## src/rtl/msx_kbd_pkg.sv

```systemverilog
// Shared definitions for the PS/2-to-MSX keyboard matrix bridge:
// receive FSM state encodings, PS/2 prefix codes, matrix geometry and
// a helper that packs a keymap entry.
package msx_kbd_pkg;

  localparam int unsigned MATRIX_ROWS = 11;

  // Receive FSM states
  localparam logic [1:0] ST_IDLE   = 2'd0;
  localparam logic [1:0] ST_DATA   = 2'd1;
  localparam logic [1:0] ST_PARITY = 2'd2;
  localparam logic [1:0] ST_STOP   = 2'd3;

  // PS/2 scan-code set 2 prefixes and special bytes
  localparam logic [7:0] PS2_BREAK    = 8'hF0;
  localparam logic [7:0] PS2_EXT      = 8'hE0;
  localparam logic [7:0] PS2_PAUSE    = 8'hE1;
  localparam logic [7:0] PS2_ERR_ZERO = 8'h00;
  localparam logic [7:0] PS2_OVERFLOW = 8'hFF;

  // Bytes following E1 that belong to the Pause sequence
  localparam logic [2:0] PAUSE_SKIP = 3'd7;

  // Keymap entry: {valid, row[3:0], bit[2:0]}
  function automatic logic [7:0] km(input logic [3:0] r, input logic [2:0] b);
    return {1'b1, r, b};
  endfunction

endpackage

```

## src/rtl/msx_keymap.sv

```systemverilog
// Combinational PS/2 set-2 to MSX international matrix lookup.
// Ports: ext (E0 prefix seen), code (scan code) -> valid, row, bit_pos.
module msx_keymap
  import msx_kbd_pkg::*;
(
  input  logic       ext,
  input  logic [7:0] code,
  output logic       valid,
  output logic [3:0] row,
  output logic [2:0] bit_pos
);

  logic [7:0] ent_c;

  // Rows 0..10 of the MSX matrix; unlisted codes (incl. AA, FA) are unmapped
  always_comb begin
    ent_c = '0;
    case ({ext, code})
      9'h045: ent_c = km(4'd0, 3'd0);   9'h016: ent_c = km(4'd0, 3'd1);
      9'h01E: ent_c = km(4'd0, 3'd2);   9'h026: ent_c = km(4'd0, 3'd3);
      9'h025: ent_c = km(4'd0, 3'd4);   9'h02E: ent_c = km(4'd0, 3'd5);
      9'h036: ent_c = km(4'd0, 3'd6);   9'h03D: ent_c = km(4'd0, 3'd7);
      9'h03E: ent_c = km(4'd1, 3'd0);   9'h046: ent_c = km(4'd1, 3'd1);
      9'h04E: ent_c = km(4'd1, 3'd2);   9'h055: ent_c = km(4'd1, 3'd3);
      9'h05D: ent_c = km(4'd1, 3'd4);   9'h054: ent_c = km(4'd1, 3'd5);
      9'h05B: ent_c = km(4'd1, 3'd6);   9'h04C: ent_c = km(4'd1, 3'd7);
      9'h052: ent_c = km(4'd2, 3'd0);   9'h00E: ent_c = km(4'd2, 3'd1);
      9'h041: ent_c = km(4'd2, 3'd2);   9'h049: ent_c = km(4'd2, 3'd3);
      9'h04A: ent_c = km(4'd2, 3'd4);   9'h01C: ent_c = km(4'd2, 3'd6);
      9'h032: ent_c = km(4'd2, 3'd7);   9'h021: ent_c = km(4'd3, 3'd0);
      9'h023: ent_c = km(4'd3, 3'd1);   9'h024: ent_c = km(4'd3, 3'd2);
      9'h02B: ent_c = km(4'd3, 3'd3);   9'h034: ent_c = km(4'd3, 3'd4);
      9'h033: ent_c = km(4'd3, 3'd5);   9'h043: ent_c = km(4'd3, 3'd6);
      9'h03B: ent_c = km(4'd3, 3'd7);   9'h042: ent_c = km(4'd4, 3'd0);
      9'h04B: ent_c = km(4'd4, 3'd1);   9'h03A: ent_c = km(4'd4, 3'd2);
      9'h031: ent_c = km(4'd4, 3'd3);   9'h044: ent_c = km(4'd4, 3'd4);
      9'h04D: ent_c = km(4'd4, 3'd5);   9'h015: ent_c = km(4'd4, 3'd6);
      9'h02D: ent_c = km(4'd4, 3'd7);   9'h01B: ent_c = km(4'd5, 3'd0);
      9'h02C: ent_c = km(4'd5, 3'd1);   9'h03C: ent_c = km(4'd5, 3'd2);
      9'h02A: ent_c = km(4'd5, 3'd3);   9'h01D: ent_c = km(4'd5, 3'd4);
      9'h022: ent_c = km(4'd5, 3'd5);   9'h035: ent_c = km(4'd5, 3'd6);
      9'h01A: ent_c = km(4'd5, 3'd7);
      // Modifiers and F1..F3: LShift/RShift, L/R Ctrl, Alt=GRAPH, Caps, AltGr=CODE
      9'h012: ent_c = km(4'd6, 3'd0);   9'h059: ent_c = km(4'd6, 3'd0);
      9'h014: ent_c = km(4'd6, 3'd1);   9'h114: ent_c = km(4'd6, 3'd1);
      9'h011: ent_c = km(4'd6, 3'd2);   9'h058: ent_c = km(4'd6, 3'd3);
      9'h111: ent_c = km(4'd6, 3'd4);   9'h005: ent_c = km(4'd6, 3'd5);
      9'h006: ent_c = km(4'd6, 3'd6);   9'h004: ent_c = km(4'd6, 3'd7);
      // F4, F5, Esc, Tab, F8=STOP, Backspace, F7=SELECT, Enter
      9'h00C: ent_c = km(4'd7, 3'd0);   9'h003: ent_c = km(4'd7, 3'd1);
      9'h076: ent_c = km(4'd7, 3'd2);   9'h00D: ent_c = km(4'd7, 3'd3);
      9'h00A: ent_c = km(4'd7, 3'd4);   9'h066: ent_c = km(4'd7, 3'd5);
      9'h083: ent_c = km(4'd7, 3'd6);   9'h05A: ent_c = km(4'd7, 3'd7);
      9'h15A: ent_c = km(4'd7, 3'd7);
      // Space and the extended navigation cluster
      9'h029: ent_c = km(4'd8, 3'd0);   9'h16C: ent_c = km(4'd8, 3'd1);
      9'h170: ent_c = km(4'd8, 3'd2);   9'h171: ent_c = km(4'd8, 3'd3);
      9'h16B: ent_c = km(4'd8, 3'd4);   9'h175: ent_c = km(4'd8, 3'd5);
      9'h172: ent_c = km(4'd8, 3'd6);   9'h174: ent_c = km(4'd8, 3'd7);
      // Numeric keypad
      9'h07C: ent_c = km(4'd9, 3'd0);   9'h079: ent_c = km(4'd9, 3'd1);
      9'h14A: ent_c = km(4'd9, 3'd2);   9'h070: ent_c = km(4'd9, 3'd3);
      9'h069: ent_c = km(4'd9, 3'd4);   9'h072: ent_c = km(4'd9, 3'd5);
      9'h07A: ent_c = km(4'd9, 3'd6);   9'h06B: ent_c = km(4'd9, 3'd7);
      9'h073: ent_c = km(4'd10, 3'd0);  9'h074: ent_c = km(4'd10, 3'd1);
      9'h06C: ent_c = km(4'd10, 3'd2);  9'h075: ent_c = km(4'd10, 3'd3);
      9'h07D: ent_c = km(4'd10, 3'd4);  9'h07B: ent_c = km(4'd10, 3'd5);
      9'h071: ent_c = km(4'd10, 3'd7);
      default: ent_c = '0;
    endcase
  end

  assign {valid, row, bit_pos} = ent_c;

endmodule

```

## src/rtl/msx_keyboard.sv

```systemverilog
// PS/2 keyboard receiver feeding an emulated MSX 11x8 key matrix.
// Ports: clk, reset_n (sync, active-low), ps2_clk/ps2_data (async PS/2 lines),
// row (PPI C[3:0] select) -> cols (active-low, 1-clk latency),
// key_strobe (accepted non-prefix code), frame_err (rejected frame).
module msx_keyboard
  import msx_kbd_pkg::*;
#(
  parameter int unsigned FILTER_LEN  = 8,
  parameter int unsigned TIMEOUT_CYC = 50000
) (
  input  logic       clk,
  input  logic       reset_n,
  input  logic       ps2_clk,
  input  logic       ps2_data,
  input  logic [3:0] row,
  output logic [7:0] cols,
  output logic       key_strobe,
  output logic       frame_err
);

  localparam int unsigned FW = $clog2(FILTER_LEN + 1);
  localparam int unsigned TW = $clog2(TIMEOUT_CYC + 1);
  localparam int unsigned RW = 4;

  logic          clk_meta, clk_sync, dat_meta, dat_sync;
  logic          filt_clk, fall_q, bit_q;
  logic [FW-1:0] flt_cnt;
  logic [1:0]    state_q, state_d;
  logic [7:0]    shift_q;
  logic [2:0]    bit_cnt_q;
  logic          parity_q;
  logic [TW-1:0] to_cnt_q;
  logic          rx_ok_c, rx_err_c, to_exp_c;
  logic          brk_q, ext_q;
  logic [2:0]    skip_q;
  logic [MATRIX_ROWS-1:0][7:0] matrix;
  logic          map_valid;
  logic [3:0]    map_row;
  logic [2:0]    map_bit;

  // Synchronizers and ps2_clk glitch filter; fall_q/bit_q mark a filtered falling edge
  always_ff @(posedge clk) begin
    if (!reset_n) begin
      clk_meta <= 1'b1;
      clk_sync <= 1'b1;
      dat_meta <= 1'b1;
      dat_sync <= 1'b1;
      filt_clk <= 1'b1;
      flt_cnt  <= '0;
      fall_q   <= 1'b0;
      bit_q    <= 1'b1;
    end else begin
      clk_meta <= ps2_clk;
      clk_sync <= clk_meta;
      dat_meta <= ps2_data;
      dat_sync <= dat_meta;
      fall_q   <= 1'b0;
      if (clk_sync == filt_clk) begin
        flt_cnt <= '0;
      end else if (flt_cnt == FW'(FILTER_LEN - 1)) begin
        filt_clk <= clk_sync;
        flt_cnt  <= '0;
        fall_q   <= filt_clk;
        if (filt_clk) bit_q <= dat_sync;
      end else begin
        flt_cnt <= flt_cnt + FW'(1);
      end
    end
  end

  // Receive FSM state register
  always_ff @(posedge clk) begin
    if (!reset_n) state_q <= ST_IDLE;
    else          state_q <= state_d;
  end

  // Receive FSM next state and frame verdict
  always_comb begin
    state_d  = state_q;
    rx_ok_c  = 1'b0;
    rx_err_c = 1'b0;
    to_exp_c = (state_q != ST_IDLE) && !fall_q && (to_cnt_q == TW'(TIMEOUT_CYC - 1));
    if (to_exp_c) begin
      state_d = ST_IDLE;
    end else if (fall_q) begin
      case (state_q)
        ST_IDLE:   if (!bit_q) state_d = ST_DATA;
        ST_DATA:   if (bit_cnt_q == 3'd7) state_d = ST_PARITY;
        ST_PARITY: state_d = ST_STOP;
        ST_STOP: begin
          state_d = ST_IDLE;
          if (bit_q && (^{parity_q, shift_q})) rx_ok_c  = 1'b1;
          else                                 rx_err_c = 1'b1;
        end
        default:   state_d = ST_IDLE;
      endcase
    end
  end

  // Frame datapath: LSB-first shifter, bit counter, parity, idle timeout
  always_ff @(posedge clk) begin
    if (!reset_n) begin
      shift_q   <= '0;
      bit_cnt_q <= '0;
      parity_q  <= 1'b0;
      to_cnt_q  <= '0;
    end else begin
      if (state_q == ST_IDLE || fall_q) to_cnt_q <= '0;
      else                              to_cnt_q <= to_cnt_q + TW'(1);
      if (fall_q) begin
        case (state_q)
          ST_IDLE:   bit_cnt_q <= '0;
          ST_DATA: begin
            shift_q   <= {bit_q, shift_q[7:1]};
            bit_cnt_q <= bit_cnt_q + 3'd1;
          end
          ST_PARITY: parity_q <= bit_q;
          default: ;
        endcase
      end
    end
  end

  msx_keymap u_keymap (
    .ext     (ext_q),
    .code    (shift_q),
    .valid   (map_valid),
    .row     (map_row),
    .bit_pos (map_bit)
  );

  // Scan-code interpretation and matrix update
  always_ff @(posedge clk) begin
    if (!reset_n) begin
      key_strobe <= 1'b0;
      frame_err  <= 1'b0;
      brk_q      <= 1'b0;
      ext_q      <= 1'b0;
      skip_q     <= '0;
      matrix     <= '0;
    end else begin
      key_strobe <= 1'b0;
      frame_err  <= rx_err_c;
      if (rx_ok_c) begin
        if (skip_q != 3'd0) begin
          skip_q <= skip_q - 3'd1;
        end else if (shift_q == PS2_BREAK) begin
          brk_q <= 1'b1;
        end else if (shift_q == PS2_EXT) begin
          ext_q <= 1'b1;
        end else if (shift_q == PS2_PAUSE) begin
          skip_q <= PAUSE_SKIP;
        end else begin
          key_strobe <= 1'b1;
          brk_q      <= 1'b0;
          ext_q      <= 1'b0;
          if (shift_q == PS2_ERR_ZERO || shift_q == PS2_OVERFLOW) matrix <= '0;
          else if (map_valid) matrix[map_row][map_bit] <= ~brk_q;
        end
      end
    end
  end

  // Column read-back; sees the matrix before any same-cycle update
  always_ff @(posedge clk) begin
    if (!reset_n)                    cols <= 8'hFF;
    else if (row < RW'(MATRIX_ROWS)) cols <= ~matrix[row];
    else                             cols <= 8'hFF;
  end

endmodule

```

## config.mk

```make
export PLATFORM = sky130hd
export DESIGN_NAME = msx_keyboard
export DESIGN_NICKNAME = d
export VERILOG_FILES = /design/src/rtl/msx_kbd_pkg.sv /design/src/rtl/msx_keymap.sv /design/src/rtl/msx_keyboard.sv
export SDC_FILE = /design/constraint.sdc
export NUM_CORES = 1
export LEC_CHECK = 0
export BUFFER_PORTS_ARGS = -buffer_cell sky130_fd_sc_hd__buf_2
export CAP_MARGIN = 20
export CORE_MARGIN = 5
export CORE_UTILIZATION = 55
export DETAILED_ROUTE_END_ITERATION = 10
export PLACE_DENSITY = 0.71
export SLEW_MARGIN = 20
export SYNTH_ARGS = -nofsm -noshare
export SYNTH_HDL_FRONTEND = slang
export SYNTH_HIERARCHICAL = 1
export SYNTH_SLANG_ARGS = --single-unit
```

## constraint.sdc

```tcl
create_clock -name clk -period 6.2 [get_ports clk]
set_input_delay 0.31 -clock clk [delete_from_list [all_inputs] [get_ports clk]]
set_output_delay 0.31 -clock clk [all_outputs]
set_load 0.05 [all_outputs]
```

==> out/results.ini, run 1 <==
[outcome]
status=finished, final reports clean

[setup_path]
slowest_stage=dfxtp_1
crit_path_start=shift_q[3]$_SDFFE_PN0P_
end_kind=flip-flop
worst_r2r_endpoint=matrix[45]$_SDFFE_PN0P_
crit_chain=buf_4 > nand4bb_1 > nor2_1 > a21oi_1 > o22ai_1 > nor4_1 > o211ai_1 > nand2_1 > nor3_1 > o2111ai_1 > o211a_1
rrSetupSlack_ns=1.25
criticalPathCategory=reg2reg
r2r_cells=11
r2r-start=shift_q[3]$_SDFFE_PN0P_
crit_fanout=26
max_stage_delay_ns=0.95
crit_path_start_kind=flip-flop
cp.required_ns=6.53
critical_path_arrival_ns=5.28

[clocking]
clock_sinks=144
post_cts_resized=0
ctsHoldBuffers=0
clock_latency_ns=0.44
cts-root-buf=clkbuf_16
cts_setup_buffers=0
cts_buffer_depth=2
htree_levels=4
path_clk_slew_ns=0.07
cts_buffers=17
cts_tree=done

[sta]
setup-tns-final_ns=0
fin_crit_ns=4.95
period_share_pct=79.9
fmax_mhz=202
finClkSkew_ns=0.0111
relSlewSlack_pct=17.4
setup_viol=0
grt_setup_unrepaired=false
worst_pin_slew_ns=1.24
finalHoldViolations=0
slew_violations=0
holdWs_ns=0.0501

[finish]
area_growth_pct=4.31
design_area_mm2=0.0115
layout.nets=1240
diodes=0
final_core_util_pct=58.5
layout-drive-gt1-share_pct=12.3
stdcell_count=1489

[floorplanning]
die_area_mm2=0.0229
die_x_um=151
die_h_um=151
core_mm2=0.0196
io_pins=18
rows=51
initial_core_util_pct=56.1

[global_route]
grt_max_degree=93
grt_pass1_wl_mm=58.2
grt_pass1_vias=10357
antenna_found_initial=0
overflow=0
grt_use_total_pct=31.8

[hold_path]
hp-class=in2reg
hold_end=dat_meta$_SDFF_PN1_
hold_start=ps2_data
whs_path_depth=2

[place]
gp_congestion=0.998
placed_cells=1457
place_area_mm2=0.0109
dp_hpwl_mm=21.5
portBuffers=17

[logic_synthesis]
synth_cell_types=83
synthMuxAreaShare_pct=4.75
synth_xor_area_share_pct=2.11
syn_area_mm2=0.0110
synth_flop_cell=dfxtp_1
yosys_register_bits=144
ys_seq_area_share_pct=26.2
syn-instance-count=1327
syn_nets=1356
synthSimpleGateAreaFrac_pct=32.2
synth_compound_area_share_pct=24.1
yosys.area_share.adder_pct=2.39
syn_area_per_cell_um2=8.29
synth_edf_count=0
async_flop_share_pct=0
synth_top_family_by_area=simple AND/OR/NAND/NOR gates
synth_warnings=6

[drt]
dr.first_iter.drc_count=1950
drc_errors=0
vias_per_cell=7.44
drt_wl_total_mm=36.7
vias=11083
dr.pass1.iters=5
ant_nets=0
wl_per_cell_um=24.7

[power]
cellLeakagePower_uw=0.00434
peakVddDrop_v=0.000163
power_density_mw_per_mm2=175

[run]
drv_cap=0

-- per-stage QoR --
step | setup slack (ns) | total power (uW)
6_report | 1.25 | 2010
2_1_floorplan | 3.02 | 977
5_1_grt | 1.11 | 2070
3_5_place_dp | 1.52 | 988
4_1_cts | 1.50 | 2020
3_3_place_gp | 1.43 | 988
-- how the worst max path moves through the flow --
stage	endpoint	slack, ns	depth (start not counted)
after floorplan	matrix[1]$_SDFFE_PN0P_	3.02	13
after global placement	matrix[45]$_SDFFE_PN0P_	1.43	11
after detailed placement	matrix[45]$_SDFFE_PN0P_	1.52	11
after CTS	matrix[45]$_SDFFE_PN0P_	1.50	11
after global routing	matrix[45]$_SDFFE_PN0P_	1.11	11
final	matrix[45]$_SDFFE_PN0P_	1.25	11
-- flip-flops by register name, summed over array words and instances (netlist names), 2 cells and up --
signal,flops
matrix,88
shift_q,8
state_q,2
bit_cnt_q,3
to_cnt_q,16
flt_cnt,4
cols,8
skip_q,3
-- layer usage --
metal  part of all wire (%)  vias to the layer above  global-route usage [%]
met5                      0                        -                       0
met4                    4.0                        0                    14.0
met3                     10                      130                    6.52
met2                     44                      734                    46.2
met1                     42                     5267                    45.4
li1                       -                     4952                       -
-- synth_stat cells (9+ instances only) --
cell type	count	area, um2
nand2b_1	21	131
buf_1	18	67.6
nand4_1	13	81.3
a21oi_1	20	100
or3_1	29	181
xor2_1	10	87.6
ha_1	21	263
o2111ai_1	90	788
nand2_1	75	282
dfxtp_1	144	2880
nor2b_1	25	156
a21boi_0	10	75.1
nor2_1	43	161
mux4_2	16	360
and3b_1	9	78.8
nor4_2	25	313
a21o_1	12	90.1
o2bb2ai_1	9	78.8
a22oi_1	13	97.6
nor3_1	103	515
mux2i_1	15	150
xnor2_1	12	105
clkbuf_1	104	390
nor4_1	77	482
inv_1	20	75.1
buf_2	40	200
buf_6	10	113
nand3_1	101	505
o211a_1	89	891
o21ai_0	19	95.1
-- layout by cell type (no fill, tap or decap), types with 10 or more instances in the layout --
cell type / count
nor4_1: 77
nand4_1: 13
mux4_2: 16
o211a_1: 89
mux2i_1: 15
a22oi_1: 13
a21o_1: 12
nand3_1: 100
o2111ai_1: 90
dfxtp_1: 144
a21oi_1: 20
buf_4: 27
ha_1: 21
xnor2_1: 12
nor4_2: 25
clkbuf_16: 17
nor2_1: 43
nand2_1: 74
a21boi_0: 10
nand2b_1: 21
buf_2: 16
or3_1: 29
o21ai_0: 19
nor2b_1: 25
nor3_1: 102
inv_1: 20
-- final cells by class --
class | count | area (um2)
multi-input combinational | 983 | 7270
timing repair buffer | 45 | 314
clock inverter | 15 | 168
inverter | 20 | 75.1
fill | 1783 | 8120
clock buffer | 17 | 425
sequential | 144 | 2880
tap | 265 | 332
-- logic make-up (layout without fill, tap and decap cells) --
kind of cell,count (synthesis),after routing
AOI/OAI and AO/OA,315,315
xor gates and xnor gates,24,24
adders and majority gates,21,21
buffers and inverters,200,97
DFF,144,144
muxes,32,32
and+or+nand+nor,591,591
-- power breakdown --
part	switching (uW)	internal [uW]	leakage, uW
Sequential	0.399	926	0.00116
Combinational	30.7	11.2	0.00289
Clock	499	542	0.000292
Total	530	1480	0.00434
-- critical path: cells and delay by family (launching register included) --
kind / cells / cell delay (ns)
DFF: 1 / 0.95
and+or+nand+nor: 5 / 2.41
buffers and inverters: 1 / 0.32
AOI/OAI and AO/OA: 5 / 1.15
No activity file was read; power rests on OpenSTA's default activity.
==> run 2: changes to the inputs <==
==> constraint.sdc (replaced) <==
create_clock -name clk -period 4.8 [get_ports clk]
set_input_delay 0.24 -clock clk [delete_from_list [all_inputs] [get_ports clk]]
set_output_delay 0.24 -clock clk [all_outputs]
set_load 0.05 [all_outputs]
==> run 2 against run 1 <==
  * Clock skew down 0.00082 ns
  * Largest cell class unchanged
  * Critical path depth down 1
  * Wire length down 0.42%
==> out/results.ini, run 2 (same netlist as run 1, synthesis figures left out) <==
[sta]
relSlewSlack_pct=37.8
setup-tns-final_ns=0
layout_setup_ws_ns=0.591
slew_violations=0
grt_setup_unrepaired=false
fin_crit_ns=4.21
finalHoldViolations=0
worst_pin_slew_ns=0.932
setup_viol=0
fmax_mhz=238
finClkSkew_ns=0.0103
period_share_pct=87.7

[hold_path]
hp-class=in2reg
whs_path_depth=2

[place]
portBuffers=17
pre_cts_ws_ns=0.660
gp_congestion=1.06
placed_cells=1494
dp_hpwl_mm=22.4

[drt]
drt_wl_total_mm=36.6
wl_per_cell_um=23.9
dr.pass1.iters=5
drc_errors=0
vias_per_cell=7.32
dr.first_iter.drc_count=1475
vias=11187
ant_nets=0

[clocking]
cts-root-buf=clkbuf_16
htree_levels=4
cts_buffer_depth=2
clock_sinks=144
post_cts_resized=0
cts_tree=done
cts_buffers=17
clock_latency_ns=0.43
path_clk_slew_ns=0.07

[setup_path]
crit_fanout=23
max_stage_delay_ns=0.85
r2r_cells=10
path_buf_inv=0
r2r-start=shift_q[1]$_SDFFE_PN0P_
crit_path_start_kind=flip-flop
crit_end=matrix[1]$_SDFFE_PN0P_
cp_num_cells=10
rrSetupSlack_ns=0.59
slowest_stage=or4_1
critical_path_arrival_ns=4.59
cpLargestDelayFamily=simple AND/OR/NAND/NOR gates
crit_chain=nor2b_1 > and4_1 > o21ai_0 > o311ai_0 > nor3_1 > nand4_1 > or4_1 > or3_1 > nor4_2 > o211a_1
criticalPathCategory=reg2reg
cp.required_ns=5.18
crit_path_start=shift_q[1]$_SDFFE_PN0P_
worst_r2r_endpoint=matrix[1]$_SDFFE_PN0P_
end_kind=flip-flop

[power]
peakVddDrop_v=0.000259
intPower_uw=2000
cellLeakagePower_uw=0.00455
sw_frac_of_total_pct=23.2
total_power_uw=2610
seqPwrFrac_pct=45.9
power_density_mw_per_mm2=220
clock_power_share_pct=51.9
p_comb_share_pct=2.2
p_sw_uw=604

[global_route]
antenna_found_initial=0
grt_use_total_pct=32.0
grt_pass1_vias=10562
grt_pass1_wl_mm=58.7
overflow=0
grt_max_degree=93

[finish]
diodes=0
layout-drive-gt1-share_pct=14.6
final_common_cell=dfxtp_1
reg.largest.list=matrix: 88 flops, to_cnt_q: 16 flops
area_growth_pct=7.64
regMostFlops=matrix
final_cell_mix=dfxtp_1, nor3_1, nand3_1
largest_reg_flops=88
layout.nets=1279
stdcell_count=1528

[floorplanning]
initial_core_util_pct=56.1
die_x_um=151
die_area_mm2=0.0229
io_pins=18
rows=51
die_h_um=151
core_mm2=0.0196

[run]
drv_cap=0

[outcome]
status=finished, final reports clean

run 2: cell count changes in the layout (fill, tap and decap cells not counted), sizes merged:
| cell | previous run | this run |
|---|---|---|
| clkinv | 7 | 4 |
| bufinv | 0 | 2 |
| clkinvlp | 0 | 2 |
| clkbuf | 17 | 19 |
| dlygate4sd3 | 0 | 2 |
| buf | 45 | 82 |
| inv | 28 | 25 |
run 2: how the worst min path moves through the flow:
stage                             start                  end  slack, ns
global route                    reset_n  dat_meta$_SDFF_PN1_       0.29
floorplan                       ps2_clk  clk_meta$_SDFF_PN1_       0.34
CTS                             reset_n  dat_meta$_SDFF_PN1_       0.26
global placement    clk_meta$_SDFF_PN1_  clk_sync$_SDFF_PN1_       0.39
detailed placement  dat_meta$_SDFF_PN1_  dat_sync$_SDFF_PN1_       0.40
finish                          reset_n  dat_meta$_SDFF_PN1_       0.29
run 2: repair_timing:
item	CTS	global route
hold buffers	2	0
setup buffers	0	0
hold endpoints to repair	2	0
run 2: power groups by stage:
| stage | logic (uW) | registers, uW | clock network [uW] |
|---|---|---|---|
| floorplan | 37.9 | 1220 | 0 |
| global placement | 53.3 | 1220 | 0 |
| detailed placement | 53.7 | 1220 | 0 |
| CTS | 54.8 | 1200 | 1370 |
| global route | 59.2 | 1200 | 1430 |
| finish | 56.3 | 1200 | 1350 |
run 2: through the flow:
step	hold WS, ns	instance area [um2]	utilization [%]
detailed placement	0.396	11200	57.3
global route	0.294	11800	60.4
CTS	0.265	11800	60.4
finish	0.287	11800	60.4
floorplan	0.341	11000	-
global placement	0.388	11200	57.3
run 2: layout make-up:
| type | instances | area [um2] |
|---|---|---|
| Clock buffer | 19 | 443 |
| Clock inverter | 13 | 153 |
| Fill cell | 1755 | 7750 |
| Inverter | 20 | 75.1 |
| Multi-Input combinational cell | 983 | 7260 |
| Sequential cell | 144 | 2880 |
| Tap cell | 265 | 332 |
| Timing Repair Buffer | 84 | 687 |
run 2: routing by layer:
| layer | track usage, % | routed length (um) | vias up |
|---|---|---|---|
| met1 | 45.5 | 15100 | 5334 |
| met4 | 12.0 | 1200 | 0 |
| met2 | 47.2 | 16200 | 695 |
| li1 | - | - | 5042 |
| met5 | 0 | 0 | - |
| met3 | 7.39 | 4060 | 116 |
